$ cat config.mk
export PLATFORM = sky130hd
export DESIGN_NAME = pixel_stream_fifo
export DESIGN_NICKNAME = d
export VERILOG_FILES = /design/src/rtl/pixel_stream_fifo.sv
export SDC_FILE = /design/constraint.sdc
export NUM_CORES = 1
export LEC_CHECK = 0
export CORE_ASPECT_RATIO = 0.7
export CORE_MARGIN = 1.5
export CORE_UTILIZATION = 34
export DETAILED_ROUTE_END_ITERATION = 12
export DONT_BUFFER_PORTS = 1
export SKIP_CTS_REPAIR_TIMING = 1
export SYNTH_ARGS = -nofsm -noshare
export SYNTH_HDL_FRONTEND = slang
export SYNTH_SLANG_ARGS = --single-unit
$ cat constraint.sdc
create_clock -name Clk -period 4.87 [get_ports Clk]
set_clock_uncertainty 0.05 [all_clocks]
set_input_delay 0.487 -clock Clk [delete_from_list [all_inputs] [get_ports Clk]]
set_output_delay 0.487 -clock Clk [all_outputs]
set_load 0.01 [all_outputs]
$ cat src/rtl/pixel_stream_fifo.sv
// Pixel FIFO between the frame-memory read port and the VGA output path.
// Registered 1-cycle read, background substitution, level flags, refill hint.
module pixel_stream_fifo #(
  parameter int unsigned       DATA_W   = 16,
  parameter int unsigned       DEPTH    = 16,
  parameter int unsigned       LOW_WM   = 4,
  parameter logic [DATA_W-1:0] BG_COLOR = 16'h0000
) (
  input  logic                       Clk,
  input  logic                       Reset,
  input  logic                       Flush,
  input  logic                       MIMO_in_enable,
  input  logic [DATA_W-1:0]          Wr_data,
  input  logic                       MIMO_out_enable,
  input  logic                       Is_background,
  output logic [DATA_W-1:0]          Pixel_out,
  output logic                       Pixel_valid,
  output logic                       Full,
  output logic                       Empty,
  output logic [$clog2(DEPTH):0]     Count,
  output logic                       Fetch_req,
  output logic                       Underflow,
  input  logic                       Clr_err
);

  localparam int unsigned AW = $clog2(DEPTH);
  localparam logic [AW:0] FULL_CNT = (AW+1)'(DEPTH);
  localparam logic [AW:0] LOW_CNT  = (AW+1)'(LOW_WM);

  logic [DATA_W-1:0] mem [DEPTH];
  logic [AW-1:0]     wr_ptr;
  logic [AW-1:0]     rd_ptr;
  logic              rd_req;
  logic              pop_ok;
  logic              wr_ok;
  logic              uf_ev;

  // A full FIFO still takes a write when the same cycle pops a word.
  assign rd_req = MIMO_out_enable & ~Is_background;
  assign pop_ok = rd_req & ~Empty & ~Flush;
  assign uf_ev  = rd_req & Empty & ~Flush;
  assign wr_ok  = MIMO_in_enable & (~Full | pop_ok) & ~Flush;

  assign Full      = (Count == FULL_CNT);
  assign Empty     = (Count == '0);
  assign Fetch_req = (Count <= LOW_CNT) & ~Flush;

  // Storage write; contents need no reset.
  always_ff @(posedge Clk) begin
    if (wr_ok)
      mem[wr_ptr] <= Wr_data;
  end

  // Pointers and occupancy; flush restarts the frame.
  always_ff @(posedge Clk or posedge Reset) begin
    if (Reset) begin
      wr_ptr <= '0;
      rd_ptr <= '0;
      Count  <= '0;
    end else if (Flush) begin
      wr_ptr <= '0;
      rd_ptr <= '0;
      Count  <= '0;
    end else begin
      if (wr_ok)
        wr_ptr <= wr_ptr + AW'(1);
      if (pop_ok)
        rd_ptr <= rd_ptr + AW'(1);
      case ({wr_ok, pop_ok})
        2'b10:   Count <= Count + 1'b1;
        2'b01:   Count <= Count - 1'b1;
        default: Count <= Count;
      endcase
    end
  end

  // Registered pixel path: head word on a pop, background otherwise.
  always_ff @(posedge Clk or posedge Reset) begin
    if (Reset) begin
      Pixel_out   <= '0;
      Pixel_valid <= 1'b0;
    end else if (Flush) begin
      Pixel_valid <= 1'b0;
    end else if (MIMO_out_enable) begin
      Pixel_valid <= pop_ok;
      Pixel_out   <= pop_ok ? mem[rd_ptr] : BG_COLOR;
    end else begin
      Pixel_valid <= 1'b0;
    end
  end

  // Sticky underflow; a new underflow beats a clear in the same cycle.
  always_ff @(posedge Clk or posedge Reset) begin
    if (Reset)
      Underflow <= 1'b0;
    else if (uf_ev)
      Underflow <= 1'b1;
    else if (Clr_err)
      Underflow <= 1'b0;
  end

endmodule

### Yosys cells after proc, flatten, opt, wreduce, memory -nomap -nowiden

Memories as Yosys holds them, arrays and structs flattened.
Index checks and enable logic that the tools add are counted.

| cells by class | value |
|---|---|
| div/mod/pow operators | 0 |
| reduce and logical (&&, ||, !) cells | 6 |
| shift-type cells | 0 |
| multiplexer cells | 13 |
| magnitude comparators | 1 |
| $mul | 0 |
| equal/unequal tests | 3 |
| bitwise logic cells | 13 |
| add/sub/neg operators | 4 |

Operators by type and width:

| operator | count |
|---|---|
| 2-to-1 mux 16 bit | 1 |
| 2-to-1 mux 4 bit | 4 |
| case mux 5 bit (2 select lines) | 1 |
| adder 4 x 1 -> 4 bit (second input constant) | 2 |
| bitwise AND 1 bit | 8 |
| 2-to-1 mux 1 bit | 6 |
| nonzero test 2 bit | 3 |
| adder 5 x 1 -> 5 bit (second input constant) | 1 |
| == test 5 bit (second input constant) | 1 |
| less-or-equal comparator 5 x 3 -> 1 bit (second input constant) | 1 |
| zero test 5 bit | 1 |
| 2-to-1 mux 5 bit | 1 |
| subtractor 5 x 1 -> 5 bit (second input constant) | 1 |
| inverter 1 bit | 4 |
| nonzero test 3 bit | 1 |
| == test 2 x 1 -> 1 bit (second input constant) | 1 |
| == test 2 bit (second input constant) | 1 |
| AND reduction 2 bit | 1 |
| OR 1 bit | 1 |

| storage, ports and cells | value |
|---|---|
| output and inout port bits | 26 |
| register bits after elaboration | 31 |
| logic and storage cells | 47 |
| memories kept | 1 |
| memory bits (read-only) | 0 |
| latch bits | 0 |
| input port bits | 23 |
| bits in writable memories | 256 |

Memory list:

| memory | depth | bits a word | rd ports | clocked after memory_dff | write ports | RTL line | source |
|---|---|---|---|---|---|---|---|
| mem | 16 | 16 | 1 | 0 | 1 | 30 | `logic [DATA_W-1:0] mem [DEPTH];` |

### Longest topological paths before layout

| depth | value |
|---|---|
| word-level depth | 10 |
| gate-level depth with buffers | 11 |
| gate-level depth less buffers | 9 |

### Least setup slack after synthesis

OpenSTA, ideal clock, no wires.

| path | value |
|---|---|
| kind | input to register |
| from | in Flush |
| to | mem mem[15][0], enable pin |
| data arrival time | 2.447 ns |
| slack | 1.985 ns |
| setup time | 0.388 ns |
| required time | 4.432 ns |
| path buffers | 2 |
| stages on the path | 6 |
| path through | clkbuf_1 > or3b_1 > clkbuf_1 > a31oi_2 > nand2_1 > nor2_1 |

| between the ends | value |
|---|---|
| word-level cells in the longest chain between the ends | 7 |

RTL lines:

| item | RTL line | source |
|---|---|---|
| from (decl) | 11 | `input logic Flush,` |
| inverter 1 bit (no line) (*) | n/a |  |
| bitwise AND 1 bit | 40 | `assign pop_ok = rd_req & ~Empty & ~Flush;` |
| OR 1 bit | 42 | `assign wr_ok = MIMO_in_enable & (~Full \| pop_ok) & ~Flush;` |
| bitwise AND 1 bit | 42 |  |
| bitwise AND 1 bit (*) | 42 |  |
| 2-to-1 mux 1 bit (*) | 50 | `if (wr_ok)` |
| 2-to-1 mux 1 bit (not written as such) (*) | 51 | `mem[wr_ptr] <= Wr_data;` |
| to (decl) | 30 |  |

Every way passes the cells marked *; elsewhere a longest branch is shown, timed or not.

### Final worst setup path

| path | value |
|---|---|
| from | reg Count[3] |
| to | reg Count[4] |

| between the ends | value |
|---|---|
| word-level cells in the longest chain between the ends | 10 |
| elaborated cells between the ends (all ways) | 16 |
| classes of those cells | 2 x add/sub; 3 x eq/ne; 2 x mux; 7 x bitwise; 2 x reduce/logical |

RTL lines:

| item | RTL line | source |
|---|---|---|
| from (decl) | 20 | `output logic [$clog2(DEPTH):0] Count,` |
| from (signal assigned) | 70 | `2'b10: Count <= Count + 1'b1;` |
| from (signal assigned) | 71 | `2'b01: Count <= Count - 1'b1;` |
| from (signal assigned) | 72 | `default: Count <= Count;` |
| zero test 5 bit | 45 | `assign Empty = (Count == '0);` |
| inverter 1 bit | 40 |  |
| bitwise AND 1 bit (2 in a row) | 40 |  |
| OR 1 bit | 42 |  |
| bitwise AND 1 bit (2 in a row) | 42 |  |
| == test 2 x 1 -> 1 bit / == test 2 bit (equally long branches) | 69 | `case ({wr_ok, pop_ok})` |
| case mux 5 bit (2 select lines) | 69 |  |
| 2-to-1 mux 5 bit | 60 | `end else if (Flush) begin` |

Parallel ways exist; a longest one is shown, timed or not.
A chain may end at the register's enable or synchronous reset.

==> metrics.txt <==
Buffers & Inverters on Critical Path 0; Root Driver clkbuf_16; Place WS 1840 ps; die width 220 um; RSZ-0062 raised after global routing no; TritonRoute pass-1 iters 6; largest cells by area after synthesis edfxtp_1 68%, mux4_2 13%, dfrtp_1 6.9%; CTS H-tree depth 1; routability cong. 0.874; status complete, no violations; Slew headroom 0.0809; Via density 5.40; CTS Buf Count 27; post-synthesis sequential area ratio 0.752; total vias in the final route 5,602; Setup CP Type reg2reg; slowest stage cell, crit path nor4_4; top-count cell post-synth edfxtp_1; startpoint types register; Post-Syn Area between 0.01 and 0.015 mm2; critical path arrival 3270 ps; Worst Tran Pin Value 1370 ps; Yosys cell types 42; fmax 345 MHz; final hold viol count 0; cell count after synthesis 569; Post-synth top cells 256 x edfxtp_1, 64 x mux4_2, 32 x nor2_1, 31 x dfrtp_1, 30 x a22oi_1; antenna violations before repair 0; Post-Syn Nets approximately 600; number of synthesized flops with an enable pin approximately 260; minimum clock period after layout approximately 2900 ps; P per Cell Area roughly 400 mW/mm2; TritonCTS clock tree built; Synth top area share 0.683; TNS Setup 0 ps; largest net degree at the start of global routing 48; Die Ht ~160 um; synth warn 0; Crit path largest cell delay 600 ps; total wire length around 26 mm; hpwl dp between 15 and 20 mm; Antenna Nets Post-Route 0; Area growth syn-to-layout 13.5%; Final Util 0.394; clock sinks 287; clock latency at the later pin of the worst-skew pair 540 ps; synthesized area per cell 19.8 um2; global-route wire length before repair 37.5 mm; Total Nets Final 621; largest area contributor in the netlist edfxtp_1; Clk pin slew, worst setup/hold paths 60 ps; Critical Path Sink Type register; Final period util 0.595; CP Max Fanout 7; global route overflow 0; Worst path top cell family by delay compound AO/OA/AOI/OAI gates; Main synth FF type edfxtp_1; # diodes 0; HP Class in2reg; Clock Path Buffers 3; flops & latches, synth between 200 and 300; Wirelength per Cell around 25 um; Tot GR Track Use 0.152; ratio of cells with drive above 1 in the final layout 0.218; Core Region 0.0324 mm2; CP required between 5000 and 6000 ps; Max Cap Viol 0; cell breakdown of the critical path nor4_4 > a211oi_4 > xor2_1 > ha_1 > nor2_1 > a2111oi_0 > o22a_1 > a211oi_1 > a311o_1; total I/O pin count 49; Pins Over Slew Limit 0; Lkg Pwr roughly 4.0 nW; Port Buffers 0; number of global-route vias before repair 5,506; final setup violation count 0; residual DRC count 0; Worst VDD drop 0.000237 V; initial core utilization 0.347; DR iter-0 viols 544; final worst slack ~2000 ps; async set or reset register ratio after synthesis 0.108; die area 0.0342 mm2; num rows 55
[cell type report]
type | instances | area [um2]
Clock buffer | 40 | 764
Clock inverter | 9 | 77.6
Fill cell | 2847 | 19600
Inverter | 9 | 33.8
Multi-Input combinational cell | 240 | 2640
Sequential cell | 287 | 8470
Tap cell | 427 | 534
Timing Repair Buffer | 26 | 243
[cell usage in the layout, fill, tap and decap left out, types with 2 or more instances in the layout]
cell type	netlist	routed
a211oi_1	6	6
a21oi_1	7	7
a22o_1	16	16
a22oi_1	30	30
a31oi_1	2	2
a31oi_2	2	2
buf_4	0	7
clkbuf_1	22	9
clkbuf_16	0	27
clkbuf_8	0	4
clkinv_2	0	4
clkinvlp_4	0	2
dfrtp_1	31	29
dlygate4sd3_1	0	19
edfxtp_1	256	256
ha_1	7	7
inv_1	9	9
mux2i_1	3	3
mux4_2	64	64
nand2_1	26	26
nand3_1	5	5
nand3b_1	2	2
nor2_1	32	16
nor2_2	0	16
nor2b_1	4	4
o21ai_0	4	4
or3_1	3	3
or3b_1	2	2
or4_1	2	2
xnor2_1	2	2
xor2_1	6	6
[cells by family after synthesis]
family,Yosys count,share of synthesized area
buffers and inverters,42,0.0161
flip-flops,287,0.752
multiplexers,67,0.131
AO/OA/AOI/OAI,74,0.0508
AND/OR/NAND/NOR,84,0.0358
adder cells (fa/ha/maj),7,0.00779
XOR/XNOR,8,0.00623
[routing by layer]
metal  track usage  routed length, um  share of wire
met3        0.0385               1980          0.077
met2         0.229              11600           0.45
met5             0                  0              0
met1         0.223              11700           0.45
met4        0.0311                474          0.018
[power by group]
group / leakage, nW / switching (mW) / internal [mW]
sequential: 2.73 / 0.0619 / 2.72
clock: 0.408 / 0.888 / 1.14
combinational: 0.885 / 0.170 / 0.129
total: 4.02 / 1.12 / 3.99
[metrics by stage]
stage | hold WS (ps) | cell area, um2 | power [mW] | instances
floorplan | 494 | 11200 | 3.01 | 569
global placement | 465 | 11700 | 3.08 | 970
detailed placement | 473 | 11700 | 3.09 | 970
CTS | -100 | 12600 | 5.10 | 1019
global route | 98.8 | 12800 | 5.28 | 1038
finish | 110 | 12800 | 5.11 | 1038
[registers in the layout (all words and copies together) (netlist names)]
name and flops:
rd_ptr 4, wr_ptr 4, Pixel_out 16, Underflow 1, Pixel_valid 1, Count 5
mem 256
[worst paths after layout]
check	start	to	slack [ps]	cells after the start
worst min register to register	Pixel_out[4]	Pixel_out[4]	530	1
worst max-delay path	Count[3]	Count[4]	1970	9
min in group asynchronous	Reset	Pixel_valid	450	3
worst max register to register	Count[3]	Count[4]	1970	9
worst min-delay path	Flush	Count[3]	110	2
max in group asynchronous	Reset	rd_ptr[0]	3950	3
No activity file was read; power rests on OpenSTA's default activity.
